$ cat src/rtl/hazard_stall_unit.sv
// Pipeline hazard detector: stall/flush requests for load-use, mul/div occupancy, memory wait and taken branches.
// Flow outputs are combinational, with zero latency. stall_cycles lags stall by one edge. mem_wait holds the whole pipe, and it has the highest priority.
module hazard_stall_unit #(
  parameter int REG_ADDR_W    = 5,
  parameter int MULDIV_CYCLES = 8,
  parameter int CNT_W         = 4,
  parameter int PERF_W        = 32
) (
  input  logic                  clk,
  input  logic                  rst,
  input  logic                  id_valid,
  input  logic [REG_ADDR_W-1:0] id_rs1,
  input  logic [REG_ADDR_W-1:0] id_rs2,
  input  logic                  id_uses_rs1,
  input  logic                  id_uses_rs2,
  input  logic                  id_is_muldiv,
  input  logic                  ex_mem_read,
  input  logic                  ex_reg_write,
  input  logic [REG_ADDR_W-1:0] ex_rd,
  input  logic                  ex_branch_taken,
  input  logic                  mem_wait,
  output logic                  stall,
  output logic                  flush_if_id,
  output logic                  flush_id_ex,
  output logic [1:0]            stall_cause,
  output logic [PERF_W-1:0]     stall_cycles
);

  typedef enum logic {IDLE, BUSY} state_t;

  localparam logic [CNT_W-1:0] BUSY_LOAD = CNT_W'(MULDIV_CYCLES - 1);
  localparam logic             MULTI_CYC = (MULDIV_CYCLES > 1);

  state_t            state_q, state_d;
  logic [CNT_W-1:0]  busy_cnt_q, busy_cnt_d;
  logic [PERF_W-1:0] perf_q;

  logic       lu;
  logic       rs1_hit, rs2_hit;
  logic       stall_raw, flush_if_id_raw, flush_id_ex_raw;
  logic [1:0] cause_raw;

  assign rs1_hit = id_uses_rs1 && (id_rs1 == ex_rd);
  assign rs2_hit = id_uses_rs2 && (id_rs2 == ex_rd);
  assign lu      = id_valid && ex_mem_read && ex_reg_write && (ex_rd != '0) && (rs1_hit || rs2_hit);

  always_comb begin
    stall_raw       = 1'b0;
    flush_if_id_raw = 1'b0;
    flush_id_ex_raw = 1'b0;
    cause_raw       = 2'd0;
    state_d         = state_q;
    busy_cnt_d      = busy_cnt_q;

    if (mem_wait) begin
      stall_raw = 1'b1;
      cause_raw = 2'd3;
    end else if (state_q == BUSY) begin
      stall_raw = 1'b1;
      cause_raw = 2'd2;
    end else if (ex_branch_taken) begin
      // The ID instruction is wrong-path, so a pending load-use does not matter.
      flush_if_id_raw = 1'b1;
      flush_id_ex_raw = 1'b1;
    end else if (lu) begin
      stall_raw       = 1'b1;
      flush_id_ex_raw = 1'b1;
      cause_raw       = 2'd1;
    end

    case (state_q)
      IDLE: begin
        if (MULTI_CYC && id_valid && id_is_muldiv && !stall_raw && !ex_branch_taken) begin
          state_d    = BUSY;
          busy_cnt_d = BUSY_LOAD;
        end
      end
      BUSY: begin
        // The unit keeps counting through mem_wait because it runs independently of the pipe.
        if (busy_cnt_q == CNT_W'(1)) begin
          state_d    = IDLE;
          busy_cnt_d = '0;
        end else begin
          busy_cnt_d = busy_cnt_q - CNT_W'(1);
        end
      end
      default: begin
        state_d    = IDLE;
        busy_cnt_d = '0;
      end
    endcase
  end

  always_ff @(posedge clk) begin
    if (rst) begin
      state_q    <= IDLE;
      busy_cnt_q <= '0;
      perf_q     <= '0;
    end else begin
      state_q    <= state_d;
      busy_cnt_q <= busy_cnt_d;
      if (stall_raw && (perf_q != '1)) begin
        perf_q <= perf_q + PERF_W'(1);
      end
    end
  end

  assign stall        = stall_raw & ~rst;
  assign flush_if_id  = flush_if_id_raw & ~rst;
  assign flush_id_ex  = flush_id_ex_raw & ~rst;
  assign stall_cause  = rst ? 2'd0 : cause_raw;
  assign stall_cycles = rst ? '0 : perf_q;

endmodule

$ cat config.mk
export PLATFORM = sky130hd
export DESIGN_NAME = hazard_stall_unit
export DESIGN_NICKNAME = d
export VERILOG_FILES = /design/src/rtl/hazard_stall_unit.sv
export SDC_FILE = /design/constraint.sdc
export NUM_CORES = 1
export LEC_CHECK = 0
export BUFFER_PORTS_ARGS = -buffer_cell sky130_fd_sc_hd__buf_2
export CELL_PAD_IN_SITES_DETAIL_PLACEMENT = 0
export CELL_PAD_IN_SITES_GLOBAL_PLACEMENT = 1
export CORE_ASPECT_RATIO = 2
export CORE_MARGIN = 2
export CORE_UTILIZATION = 34
export DETAILED_ROUTE_END_ITERATION = 8
export PLACE_DENSITY = 0.72
export SLEW_MARGIN = 20
export SYNTH_ARGS = -nofsm -noshare
export SYNTH_HDL_FRONTEND = slang
export SYNTH_SLANG_ARGS = --single-unit
$ cat constraint.sdc
create_clock -name clk -period 2 [get_ports clk]
set_clock_uncertainty 0.1 [all_clocks]
set_input_delay 0.2 -clock clk [delete_from_list [all_inputs] [get_ports clk]]
set_output_delay 0.2 -clock clk [all_outputs]
set_load 0.1 [all_outputs]
== Yosys cells after proc, flatten, opt, wreduce, memory -nomap -nowiden ==
Cells that the tools add are included.

* Output and inout port bits: 37
* Bits in registers: 37
* Input port bits: 25
* Word-level logic and storage cells: 51

* Add/subtract/negate cells: 2
* Bitwise operators: 5
* Reduce and logical (&&, ||, !) cells: 14
* Multiplexer cells: 22
* Equal/unequal tests: 5

{| class="wikitable"
|+ Operators with widths
! operator !! count
|-
| $add A32 B1 Y32 const B || 1
|-
| $mux W32 || 1
|-
| $ne A32 B32 Y1 const B || 1
|-
| $mux W1 || 14
|-
| $eq A5 B5 Y1 || 2
|-
| $logic_and A1 B1 Y1 || 10
|-
| $mux W4 || 2
|-
| $pmux W4 S2 || 1
|-
| $mux W2 || 3
|-
| $reduce_bool A5 Y1 || 1
|-
| $eq A4 B1 Y1 const B || 1
|-
| $sub A4 B1 Y4 const B || 1
|-
| $and A1 B1 Y1 || 3
|-
| $logic_not A1 Y1 || 2
|-
| $ne A2 B2 Y1 const B || 1
|-
| $not A1 Y1 || 2
|-
| $pmux W1 S2 || 1
|-
| $logic_or A1 B1 Y1 || 1
|}

== Longest topological paths before layout ==
* Depth after elaboration: 13
* Mapped depth: 8
* Mapped depth without buffers: 7

== Least setup slack after synthesis ==
Ideal clock, no wire load.

* Path type: input to output
* From: input port ex_rd[0]
* To: output port flush_id_ex
* Required time: 1.700 ns
* Arrival: 2.919 ns
* Stages on the path: 6
* Buffers on the path: 0
* Path slack: -1.219 ns
* Path through: xnor2_1 > nand4_1 > o22ai_1 > and2_1 > a21oi_1 > nor3_1

* Word-level cells in the longest chain between the ends: 9
* Elaborated cells between the ends (all ways): 13
* Those cells by class: eq/ne: 2; mux: 4; bitwise: 1; reduce/logical: 6

{| class="wikitable"
|+ RTL lines
! what !! line !! text
|-
| start, declared || 19 || <nowiki>input logic [REG_ADDR_W-1:0] ex_rd,</nowiki>
|-
| $eq A5 B5 Y1 (on tied branches) || 43, 44 ||
|-
| $logic_and A1 B1 Y1 (on tied branches) || 43, 44 ||
|-
| $logic_or A1 B1 Y1 || 45 || <nowiki>assign lu = id_valid && ex_mem_read && ex_reg_write && (ex_rd != '0) && (rs1_hit || rs2_hit);</nowiki>
|-
| $logic_and A1 B1 Y1 (*) || 45 ||
|-
| $mux W1 (*) || 65 || <nowiki>end else if (lu) begin</nowiki>
|-
| $mux W1 (*) || 61 || <nowiki>end else if (ex_branch_taken) begin</nowiki>
|-
| $mux W1 (*) || 58 || <nowiki>end else if (state_q == BUSY) begin</nowiki>
|-
| $mux W1 (*) || 55 || <nowiki>if (mem_wait) begin</nowiki>
|-
| $and A1 B1 Y1 (*) || 110 || <nowiki>assign flush_id_ex = flush_id_ex_raw & ~rst;</nowiki>
|-
| end, declared || 24 || <nowiki>output logic flush_id_ex,</nowiki>
|}

Every way passes the cells marked *; elsewhere a longest branch is shown, timed or not.

== Final worst setup path ==
* From: register perf_q[27]
* To: register perf_q[19]

* Word-level cells in the longest chain between the ends: 2

{| class="wikitable"
|+ RTL lines
! what !! line !! text
|-
| start, declared || 36 || <nowiki>logic [PERF_W-1:0] perf_q;</nowiki>
|-
| start signal, assigned || 103 || <nowiki>perf_q <= perf_q + PERF_W'(1);</nowiki>
|-
| $ne A32 B32 Y1 || 102 || <nowiki>if (stall_raw && (perf_q != '1)) begin</nowiki>
|-
| $logic_and A1 B1 Y1 || 102 ||
|}

No other way between the ends.
A chain may end at the register's enable or synchronous reset.

==> out/qor.csv <==
stage,metric,value,unit
status,outcome,"complete, but fails checks",
status,violations,setup timing,
min_path,hold_class,in2reg,
grt,grt_pass1_wl,9930,um
yosys,synth-simple-area-share,38.8,%
cells_and_area,fin_cells,491,
placement,place_ws,-186,ps
yosys,ys_seq_area_share,33.0,%
placement,place.gp.congestion,0.785,
grt,grt_antenna_before_repair,0,
power_and_ir_drop,leakagePower,1.50,nW
floorplanning,die_h,119,um
sta,finalHoldViolCount,0,
cells_and_area,nFillCells,671,
grt,grt_usage,17.1,%
yosys,synth_xor_xnor_area_share,4.68,%
sta,worst_slew_pin_slew,488,ps
routing,wirelength,6030,um
setup_path,crit_arrival,2110,ps
sta,finalSetupViolCount,16,
yosys,synth_warnings,0,
cells_and_area,layout.nets,432,
routing,drt_iter0_markers,138,
setup_path,crit_end,perf_q[19]$_SDFFE_PP0P_,
grt,grt_pass1_vias,2297,
floorplanning,rows,42,
setup_path,endpoint_kind,flop,
clock_network,cts.clk_slew.worst_paths,50,ps
yosys,synthArstFlopShare,0,%
yosys,synthMuxAreaShare,6.12,%
clock_network,numCtsBuffers,5,
routing,drc,0,
cells_and_area,areaGrowthSynthToFinish,53.9,%
grt,grt.overflow.total,0,
cells_and_area,ff_latch_area,758,um2
sta,fin_crit,2040,ps
placement,dpl-instance-area,3090,um2
run,drv_cap,0,
setup_path,critPathLaunchType,flop,
yosys,synthFlopType,dfxtp_1,
clock_network,numClockSinks,37,
clock_network,cts-root-buf,clkbuf_16,
yosys,syn_avg_cell_area,7.91,um2
clock_network,clockBufferDepth,2,
yosys,synthesis.area,2250,um2
yosys,synth_area_leaders,"dfxtp_1 (33%), nor2b_1 (7.8%), nor2_1 (4.7%)",
yosys,yosys.area.top_type_share,33.0,%
routing,vias_per_cell,4.97,
floorplanning,die-area,7310,um2
setup_path,ff2ff_path_depth,7,
setup_path,r2r-end,perf_q[19]$_SDFFE_PP0P_,
cells_and_area,design_area,3460,um2
yosys,synth_top_family_by_area,simple AND/OR/NAND/NOR gates,
setup_path,path_class,reg2reg,
floorplanning,pin_count,62,
yosys,ys_seq_elements,37,
placement,io_buffers,61,
setup_path,reg2reg_from,perf_q[27]$_SDFFE_PP0P_,
yosys,syn_nets,312,
yosys,yosysTopAreaCell,dfxtp_1,
yosys,syn-instance-count,284,
sta,maxSlewViolCount,0,
clock_network,cts_tree,done,
setup_path,crit_start,perf_q[27]$_SDFFE_PP0P_,
routing,vias,2438,
yosys,yosysUniqueCellTypes,46,
routing,dr.pass1.iters,4,
sta,fmax,489,MHz
yosys,synthAdderAreaFrac,1.67,%
sta,period_share,102,%
routing,wl_per_cell,12.3,um
clock_network,hold_buffers,0,
cells_and_area,multi_input_area,1560,um2
yosys,synth_edf_count,0,
sta,rsz0062_at_grt,true,
floorplanning,start_util,34.5,%
sta,whs,234,ps
routing,antenna_left,0,
placement,dpl.hpwl,4560,um
clock_network,h-tree-depth,2,
grt,grt_max_degree,75,
cells_and_area,mostFrequentLayoutCells,"buf_2 (58), buf_4 (58), nor2_1 (25)",
floorplanning,die_w,61.5,um
sta,relSlewSlack,67.7,%
yosys,synth-compound-area-share,11.4,%
power_and_ir_drop,power_per_cell_area,517,nW/um2
cells_and_area,drive_gt1_share,46.4,%
setup_path,worst-path-max-fanout,6,
floorplanning,core_area,6520,um2
power_and_ir_drop,ir_drop,0.000465,V
power_and_ir_drop,finalPower,1.79,mW
setup_path,ff2ff_setup_slack,-40,ps
cells_and_area,antenna_cells,0,
clock_network,clock_latency,280,ps
placement,dp_cells,475,
setup_path,crit_required,2060,ps
sta,setup_slack,-44.5,ps
-- synth_stat cells (2+ instances only) --
cell type and number:
nand4_1 8, o31ai_1 2, xor2_1 2, and4_1 2
mux2_4 4, xnor2_1 10, nor3_1 4, a21oi_1 17
dfxtp_1 37, or3_1 11, and3_1 5, and2_1 3
o21ai_0 18, or4_1 13, nor3b_1 2, nor2b_1 28
mux2_1 4, nand2_1 22, mux2_2 2, clkbuf_1 8
inv_1 9, nor3_2 4, nor2_1 28, nand3_1 16
ha_1 3, nor4_1 2
-- routing by layer --
metal	wire, um	global-route usage [%]	vias to the layer above	part of all wire [%]
li1	-	-	1253	-
met4	96	5.45	0	1.6
met5	0	0	-	0
met2	2980	27.8	60	49
met3	254	2.93	8	4.2
met1	2690	22.1	1117	45
-- power breakdown --
part           internal, mW  total, mW  leakage [nW]  switching [mW]
registers             0.748      0.755         0.306         0.00773
logic                 0.127      0.304          1.13           0.177
clock network         0.445      0.729        0.0655           0.285
total                  1.32       1.79          1.50           0.470
-- final cells by class --
cell class,count,area share [%]
multi-input cells,226,45.0
clock buffers,5,3.62
flip-flops and latches,37,21.9
clock inverters,1,0.145
well taps,88,3.18
inverters,9,0.977
repair buffers,125,25.2
-- critical path, stage by stage (launching register included) --
cell	delay [ps]
dfxtp_2	350
nand4_4	100
or3_4	340
o32a_1	410
buf_4	160
nand3_4	110
nor3_2	50
mux2_1	300
-- worst min path at each step --
stage | to | slack (ps) | depth (start not counted) | startpoint
after floorplan | perf_q[28]$_SDFFE_PP0P_ | 350 | 2 | perf_q[28]$_SDFFE_PP0P_
after global placement | perf_q[28]$_SDFFE_PP0P_ | 370 | 2 | perf_q[28]$_SDFFE_PP0P_
after detailed placement | perf_q[28]$_SDFFE_PP0P_ | 390 | 2 | perf_q[28]$_SDFFE_PP0P_
after CTS | busy_cnt_q[3]$_SDFFE_PP0P_ | 220 | 4 | id_is_muldiv
after global routing | busy_cnt_q[3]$_SDFFE_PP0P_ | 300 | 4 | id_is_muldiv
final | busy_cnt_q[3]$_SDFFE_PP0P_ | 230 | 4 | id_is_muldiv
-- stage by stage --
| stage | TNS (ps) | util (%) |
|---|---|---|
| 2_1_floorplan | -12430 | - |
| 3_3_place_gp | -1520 | 47.4 |
| 3_5_place_dp | -2340 | 47.4 |
| 4_1_cts | -765 | 51.4 |
| 5_1_grt | -1950 | 53.1 |
| 6_report | -366 | 53.1 |
-- flip-flops by register name, summed over array words and instances, names as in the netlist --
signal and cells:
busy_cnt_q 4, perf_q 32, state_q 1
-- cells by family (layout without fill, tap and decap cells) --
kind of cell / after synthesis / after routing
XOR/XNOR: 12 / 12
adder cells (fa/ha/maj): 3 / 3
AO/OA/AOI/OAI: 45 / 45
AND/OR/NAND/NOR: 155 / 155
buffers and inverters: 21 / 140
multiplexers: 11 / 11
flip-flops: 37 / 37
-- timing repair --
| item | CTS | global route |
|---|---|---|
| setup endpoints to repair | 17 | 34 |
| buffers inserted | 6 | 3 |
| gates cloned | 1 | 0 |
| resized for setup | 22 | 24 |
| pin swaps | 14 | 7 |
Note: power is estimated with default switching activity, not from simulation.
